File: src/rtl/grid_frame_tx.sv
`default_nettype none
// ============================================================================
// Module  : grid_frame_tx
// Purpose : Takes a snapshot of the ROWS x COLS game-of-life board and sends
//           it one row per beat over a valid/ready stream. Row 0, which is
//           grid[COLS-1:0], is sent first. The core can keep evolving while a
//           stable frame is sent. A snap request made while a frame is in
//           flight is held as one pending frame.
// Ports   : clk, reset (async, active-high)
//           snap        - capture request, level sampled every cycle
//           grid        - live board, cell (r,c) = grid[r*COLS+c]
//           busy        - frame held or being sent (SEND, DONE)
//           row_valid / row_ready / row_data / row_idx / row_last - row stream
//           frame_done  - one-cycle pulse after the last row is accepted
//           frame_count - completed frames, wraps at 2^CNT_W
// Revision: 1.0 - initial release
// ============================================================================
module grid_frame_tx #(
  parameter int ROWS  = 8,
  parameter int COLS  = 8,
  parameter int CNT_W = 16
) (
  input  logic                     clk,
  input  logic                     reset,
  input  logic                     snap,
  input  logic [ROWS*COLS-1:0]     grid,
  output logic                     busy,
  output logic                     row_valid,
  input  logic                     row_ready,
  output logic [COLS-1:0]          row_data,
  output logic [$clog2(ROWS)-1:0]  row_idx,
  output logic                     row_last,
  output logic                     frame_done,
  output logic [CNT_W-1:0]         frame_count
);

  localparam int                IDX_W    = $clog2(ROWS);
  localparam logic [IDX_W-1:0]  LAST_IDX = IDX_W'(ROWS - 1);

  typedef enum logic [1:0] {
    ST_IDLE = 2'd0,
    ST_SEND = 2'd1,
    ST_DONE = 2'd2
  } state_t;

  state_t                  state_q;
  logic [ROWS*COLS-1:0]    shadow_q;
  logic [IDX_W-1:0]        idx_q;
  logic                    pending_q;
  logic                    busy_q;
  logic                    valid_q;
  logic [COLS-1:0]         data_q;
  logic                    last_q;
  logic                    done_q;
  logic [CNT_W-1:0]        count_q;

  logic [IDX_W-1:0]        next_idx;

  assign next_idx = idx_q + 1'b1;

  // All stream outputs are registered. When a frame starts, row 0 is taken
  // straight from grid because the shadow copy only becomes valid at the same
  // edge.
  always_ff @(posedge clk or posedge reset) begin
    if (reset) begin
      state_q   <= ST_IDLE;
      shadow_q  <= '0;
      idx_q     <= '0;
      pending_q <= 1'b0;
      busy_q    <= 1'b0;
      valid_q   <= 1'b0;
      data_q    <= '0;
      last_q    <= 1'b0;
      done_q    <= 1'b0;
      count_q   <= '0;
    end else begin
      done_q <= 1'b0;
      case (state_q)
        ST_IDLE: begin
          if (snap) begin
            state_q  <= ST_SEND;
            shadow_q <= grid;
            idx_q    <= '0;
            busy_q   <= 1'b1;
            valid_q  <= 1'b1;
            data_q   <= grid[COLS-1:0];
            last_q   <= (LAST_IDX == '0);
          end
        end

        ST_SEND: begin
          // Any number of snaps during a frame collapse into one pending frame.
          if (snap) begin
            pending_q <= 1'b1;
          end
          if (row_ready) begin
            if (idx_q == LAST_IDX) begin
              state_q <= ST_DONE;
              idx_q   <= '0;
              valid_q <= 1'b0;
              data_q  <= '0;
              last_q  <= 1'b0;
              done_q  <= 1'b1;
              count_q <= count_q + 1'b1;
            end else begin
              idx_q  <= next_idx;
              data_q <= shadow_q[next_idx*COLS +: COLS];
              last_q <= (next_idx == LAST_IDX);
            end
          end
        end

        ST_DONE: begin
          if (pending_q || snap) begin
            state_q   <= ST_SEND;
            shadow_q  <= grid;
            idx_q     <= '0;
            pending_q <= 1'b0;
            valid_q   <= 1'b1;
            data_q    <= grid[COLS-1:0];
            last_q    <= (LAST_IDX == '0);
          end else begin
            state_q <= ST_IDLE;
            idx_q   <= '0;
            busy_q  <= 1'b0;
          end
        end

        default: begin
          state_q <= ST_IDLE;
          busy_q  <= 1'b0;
          valid_q <= 1'b0;
          last_q  <= 1'b0;
        end
      endcase
    end
  end

  assign busy        = busy_q;
  assign row_valid   = valid_q;
  assign row_data    = data_q;
  assign row_idx     = idx_q;
  assign row_last    = last_q;
  assign frame_done  = done_q;
  assign frame_count = count_q;

endmodule
`default_nettype wire
File: config.mk
export PLATFORM = sky130hd
export DESIGN_NAME = grid_frame_tx
export DESIGN_NICKNAME = d
export VERILOG_FILES = /design/src/rtl/grid_frame_tx.sv
export SDC_FILE = /design/constraint.sdc
export NUM_CORES = 1
export LEC_CHECK = 0
export CAP_MARGIN = 0
export CORE_MARGIN = 10
export CORE_UTILIZATION = 51
export CTS_CLUSTER_DIAMETER = 200
export DETAILED_ROUTE_END_ITERATION = 10
export PLACE_DENSITY_LB_ADDON = 0.08
export SYNTH_ARGS = -nofsm -noshare
export SYNTH_HDL_FRONTEND = slang
export SYNTH_SLANG_ARGS = --single-unit
File: constraint.sdc
create_clock -name clk -period 4.3 [get_ports clk]
set_input_delay 0.86 -clock clk [delete_from_list [all_inputs] [get_ports clk]]
set_output_delay 0.86 -clock clk [all_outputs]
set_load 0.01 [all_outputs]
==> results of run 1 <==
[worst max path at each step]
stage | cells after the start | startpoint | end
floorplan | 1 | reset | busy
global placement | 6 | snap | shadow_q[49]
detailed placement | 6 | snap | shadow_q[16]
CTS | 6 | snap | shadow_q[16]
global route | 6 | snap | shadow_q[37]
finish | 6 | snap | shadow_q[41]
[cells by family after synthesis]
| logic type | Yosys count |
|---|---|
| XOR/XNOR | 15 |
| buffers and inverters | 32 |
| multiplexers | 33 |
| flip-flops | 98 |
| AND/OR/NAND/NOR | 255 |
| adder cells (fa/ha/maj) | 5 |
| AO/OA/AOI/OAI | 48 |
[routing by layer]
| layer | vias to the layer above | track usage | wire length, µm |
|---|---|---|---|
| met5 | - | 0 | 0 |
| met4 | 0 | 0.0560 | 172 |
| met3 | 13 | 0.0440 | 704 |
| met2 | 96 | 0.273 | 5310 |
| met1 | 1711 | 0.229 | 4940 |
| li1 | 1762 | - | - |
[sequential cells by signal, summed over array words and instances (netlist names)]
signal	count
frame_count	16
busy	1
frame_done	1
pending_q	1
state_q	2
shadow_q	64
row_idx	3
row_data	8
row_last	1
row_valid	1
[metrics by stage]
step,setup slack [ns],cells,utilization,hold WS (ns)
final,1.67,687,0.665,0.476
after global routing,1.48,687,0.665,0.501
after CTS,1.68,687,0.665,0.483
after detailed placement,1.29,671,0.638,0.461
after global placement,1.36,671,0.638,0.457
after floorplan,0.878,486,-,0.445
[report_power, final]
group          internal [mW]  switching (mW)  leakage, nW
sequential              1.28           0.243         1.23
clock                  0.386           0.315        0.114
combinational          0.680           0.848         1.46
total                   2.35            1.41         2.80
[worst min-delay path, stage by stage, from the launching register on]
cell and delay (ns):
dfrtp_1 0.35, nand2_1 0.05, nand2_1 0.05
[cells in the final DEF (no fill, tap or decap), drive strengths merged, types with 2 or more instances in the layout]
cell           instances
clkdlybuf4s50         98
a21oi                 11
dfrtp                 98
and4b                  2
o22ai                  3
and2                   3
nor2                   6
ha                     5
nand4                  3
nand2b                 2
nor3                   2
clkbuf                11
a2bb2oi                8
o21ai                 14
xnor2                 12
and4                   3
or2                    2
buf                    5
nand3                 13
nand2                209
nor2b                  5
mux2i                 32
and3                   3
a22oi                  9
xor2                   3
inv                    6
bufinv                 3
[layout make-up]
class	instances	share of cell area
repair buffers	103	0.176
inverters	6	0.00434
well taps	108	0.0234
flip-flops and latches	98	0.425
clock buffers	11	0.0228
multi-input cells	356	0.330
clock inverters	5	0.0178
==> run_results.csv, run 1 <==
group,metric,value,unit
power_and_ir_drop,vdd_ir_drop_max,0.260,mV
synth,yosysMostFrequentCell,"nand2_1",
die,ioPinCount,99,
clock_network,cts_made_buffers,9,
final_layout,seqCellArea,2450,µm²
clock_network,cts-hold-fix-buffers,0,
synth,ys_async_sr_fraction,1.00,
synth,yosys.area_share.simple,0.235,
worst_setup_path,start_kind,"input port",
synth,synth_area_leaders,"dfrtp_1 (54%), nand2_1 (17%), mux2i_1 (7.1%)",
synth,ys.flop_type,"dfrtp_1",
synth,synth_edf_count,0,
worst_setup_path,crit_path_end_kind,"flip-flop",
final_layout,layout-drive-gt1-share,0.0466,
die,coreArea,8680,µm²
clock_network,cts_sinks,98,
worst_setup_path,path_cells,"clkdlybuf4s50_1, a21oi_1, or2_2, buf_4, nand2_1, nand2_1",
sta,final_max_slew_viol_count,0,
synth,synth_cell_types,37,
global_route,grt_pass1_vias,3709,
die,dieArea,13000,µm²
drt,dr_total_vias,3582,
synth,synthTopCellsByCount,"nand2_1 (208), dfrtp_1 (98), mux2i_1 (32)",
clock_network,clock_path_buffers,2,
global_route,antenna_found_initial,0,
synth,synthAdderAreaFrac,0.0139,
worst_setup_path,crit_family,"buffers and inverters",
global_route,grt_first_pass_wirelength,18500,µm
drt,drt_iter0_drc,163,
final_layout,nets,647,
drt,drtPass1Iterations,4,
worst_setup_path,cp_num_buf_inv,2,
synth,synth_nets,559,
die,die_x,114,µm
final_layout,diodes,0,
final_layout,multiInputGateArea,1910,µm²
worst_setup_path,r2r-end,"row_data[0]",
sta,maxSlewHeadroom,0.473,
sta,hold_violations,0,
drt,drt-vias-per-instance,5.21,
synth,synth-xor-area-share,0.0291,
worst_setup_path,rr_worst_depth,6,
synth,yosys.area.top_type,"dfrtp_1",
die,row_count,34,
place,place.gp.congestion,0.830,
worst_setup_path,crit_path_max_incr_delay,0.58,ns
drt,wl_per_cell,16.2,µm
synth,synth_top_family_by_area,"simple AND/OR/NAND/NOR gates",
clock_network,path_clk_slew,0.09,ns
sta,tns,0,ns
worst_setup_path,critPathMaxFanout,41,
final_layout,finish.instance_area,5770,µm²
sta,fin_skew,0.0106,ns
power_and_ir_drop,p_per_area,650,nW/µm²
place,dpl_cell_area,5540,µm²
global_route,grt_overflow,0,
clock_network,cts_tree,"built",
status,outcome,"complete, no violations",
worst_setup_path,criticalPathCategory,"in2reg",
synth,syn_inst,486,
synth,avgSynthCellArea,9.28,µm²
worst_setup_path,reg2reg_from,"row_idx[0]",
sta,fmax,0.380,GHz
synth,ys_seq_elements,98,
place,portBuffers,98,
synth,seq_area_frac_synth,0.544,
sta,worst_pin_slew,0.789,ns
clock_network,post_cts_resized,0,
clock_network,cts-root-buf,"clkbuf_8",
place,dp_hpwl,8210,µm
clock_network,htree_levels,3,
flow_run,cap_violations,0,
worst_setup_path,critPathSlowestCell,"or2_2",
clock_network,post_cts_buffers,0,
global_route,grt_max_degree,62,
min_path,whs_path_depth,2,
worst_setup_path,r2r_slack,2.07,ns
sta,finalSetupViolations,0,
final_layout,fillers,751,
synth,synth_mux_area_frac,0.0735,
worst_setup_path,crit_top_cell,"nand2_1",
clock_network,insertion_delay,0.36,ns
min_path,min_from,"shadow_q[18]",
min_path,holdPathEnd,"shadow_q[18]",
die,die_y,114,µm
synth,syn_area,4510,µm²
drt,routed_wl,11100,µm
min_path,hp-class,"reg2reg",
worst_setup_path,worstPathArrival,2.93,ns
power_and_ir_drop,leakage,2.80,nW
sta,finalCriticalPeriod,2.63,ns
drt,ant_nets,0,
sta,rsz0062_at_grt,"no",
die,start_util,0.520,
drt,drc_errors,0,
power_and_ir_drop,finalPower,3.75,mW
synth,synth_top_cell_area_share,0.544,
global_route,grtUsageTotal,0.173,
synth,ys_warn_count,0,
sta,final.period_utilization,0.612,
final_layout,area_growth,27.9,%
synth,synth_compound_area_frac,0.0696,
worst_setup_path,cp.required,4.60,ns
Power figures use the tool's default switching activity.
==> run 2, diff against run 1 <==
- CORE_UTILIZATION: 51 -> 46
- clock period: 4.3 -> 2.2 ns (I/O delays scaled with it)
==> run 2 against run 1 <==
Compared with the run above:
- register-to-register slack got worse by 1.8 ns
- highest routed layer unchanged
- sequential share of layout area decreased by 0.84 points
- count of clock-buffer cells in the layout decreased by 2
- combinational power increased by 100%
- die area increased by 8.9%
- via count increased by 1.0%
- final area increased by 2.0%
- wire length decreased by 0.42%
==> run_results.csv, run 2 (same netlist as run 1, synthesis figures left out) <==
group,metric,value,unit
status,outcome,"complete, no violations",
global_route,grt_pass1_vias,3700,
power_and_ir_drop,finalPower,7.27,mW
final_layout,regMostFlops,"shadow_q",
sta,final.period_utilization,0.939,
final_layout,diodes,0,
sta,rsz0062_at_grt,"no",
sta,maxSlewHeadroom,0.645,
worst_setup_path,criticalPathCategory,"reg2out",
power_and_ir_drop,leakage,2.84,nW
final_layout,fillers,859,
final_layout,multiInputGateArea,1910,µm²
clock_network,cts-hold-fix-buffers,0,
place,dp_hpwl,8120,µm
worst_setup_path,cp.required,1.76,ns
final_layout,final_cell_mix,"nand2_1 (208), clkdlybuf4s50_1 (98), dfrtp_1 (97), mux2i_1 (32), o21ai_0 (14)",
clock_network,post_cts_resized,2,
power_and_ir_drop,p_per_area,1230,nW/µm²
place,place_inst,702,
sta,fmax,0.484,GHz
die,dieArea,14200,µm²
drt,dr_total_vias,3618,
flow_run,cap_violations,0,
final_layout,area_growth,30.5,%
die,row_count,36,
place,place.gp.congestion,0.863,
sta,final_max_slew_viol_count,0,
sta,finalCriticalPeriod,2.07,ns
die,start_util,0.466,
final_layout,nets,653,
final_layout,fin_util,0.608,
clock_network,htree_levels,3,
sta,finalSetupViolations,0,
worst_setup_path,crit_path_max_incr_delay,0.59,ns
sta,hold_violations,0,
final_layout,largest_reg_flops,64,
drt,drt-vias-per-instance,5.04,
sta,worst_pin_slew,0.532,ns
worst_setup_path,worstPathArrival,1.63,ns
sta,fin_skew,0.0165,ns
drt,drt_iter0_drc,268,
sta,setup_slack,0.135,ns
clock_network,clock_path_buffers,2,
worst_setup_path,crit_path_end_kind,"primary output",
clock_network,cts_sinks,98,
final_layout,final_cells,718,
global_route,grt_first_pass_wirelength,18300,µm
die,ioPinCount,99,
drt,routed_wl,11100,µm
worst_setup_path,critPathMaxFanout,35,
clock_network,path_clk_slew,0.10,ns
sta,tns,0,ns
die,die_y,119,µm
global_route,grt_overflow,0,
global_route,antenna_found_initial,0,
worst_setup_path,start_kind,"flip-flop",
place,portBuffers,98,
drt,drtPass1Iterations,4,
die,coreArea,9680,µm²
die,die_x,119,µm
clock_network,cts_made_buffers,9,
final_layout,layout-drive-gt1-share,0.0598,
global_route,grt_max_degree,65,
final_layout,seqCellArea,2450,µm²
final_layout,layout_commonest_cell,"nand2_1",
clock_network,post_cts_buffers,0,
worst_setup_path,path_cells,"buf_12, clkdlybuf4s50_1",
clock_network,cts_tree,"built",
min_path,hp-class,"in2async",
place,dpl_worst_slack,0.180,ns
clock_network,cts-root-buf,"clkbuf_8",
worst_setup_path,critPathSlowestCell,"clkdlybuf4s50_1",
global_route,grtUsageTotal,0.156,
drt,ant_nets,0,
clock_network,insertion_delay,0.36,ns
power_and_ir_drop,vdd_ir_drop_max,0.576,mV
drt,drc_errors,0,
drt,wl_per_cell,15.4,µm
-- run 2: changes by cell type in the layout (fill, tap and decap cells not counted) --
cell | previous run | this run
clkbuf_1 | 2 | 0
buf_12 | 0 | 5
inv_6 | 0 | 2
clkinv_4 | 0 | 2
clkinv_8 | 0 | 1
bufinv_16 | 3 | 1
buf_4 | 5 | 6
inv_4 | 1 | 0
-- run 2: per-stage QoR --
stage	hold slack [ns]	area (µm²)
after global routing	0.391	5890
after floorplan	0.445	4520
final	0.392	5890
after global placement	0.458	5670
after CTS	0.389	5880
after detailed placement	0.462	5670
-- run 2: cell type report --
| type | count | share of cell area |
|---|---|---|
| timing repair buffer | 109 | 0.191 |
| sequential | 98 | 0.417 |
| clock inverter | 7 | 0.0147 |
| inverter | 6 | 0.00446 |
| tap | 133 | 0.0283 |
| clock buffer | 9 | 0.0210 |
| multi-input combinational | 356 | 0.324 |
-- run 2: where the power goes --
group,switching [mW],internal [mW],leakage (nW),total (mW)
clock network,0.679,0.546,0.107,1.23
logic,1.66,1.43,1.51,3.09
registers,0.451,2.50,1.23,2.96
-- run 2: final timing paths --
path                            startpoint         endpoint  slack (ns)  depth (start not counted)
max                             row_idx[0]       row_idx[0]        0.13                          2
min                                  reset        pending_q        0.39                          2
max reg2reg                     row_idx[1]      row_data[3]        0.24                          6
min reg2reg                frame_count[15]  frame_count[15]        0.48                          1
max in group asynchronous            reset     shadow_q[50]        1.27                          3
min in group clk           frame_count[15]  frame_count[15]        0.48                          1
-- run 2: worst max-delay path: cells and delay by family (launching register included) --
kind	cells	cell delay, ns
buffers and inverters	2	0.85
flip-flops	1	0.41
-- run 2: per-layer routing --
layer | vias to the layer above | GRT usage | wire length, µm
li1 | 1780 | - | -
met1 | 1714 | 0.194 | 4940
met2 | 116 | 0.263 | 5390
met3 | 8 | 0.0416 | 631
met4 | 0 | 0.0412 | 123
met5 | - | 0 | 0
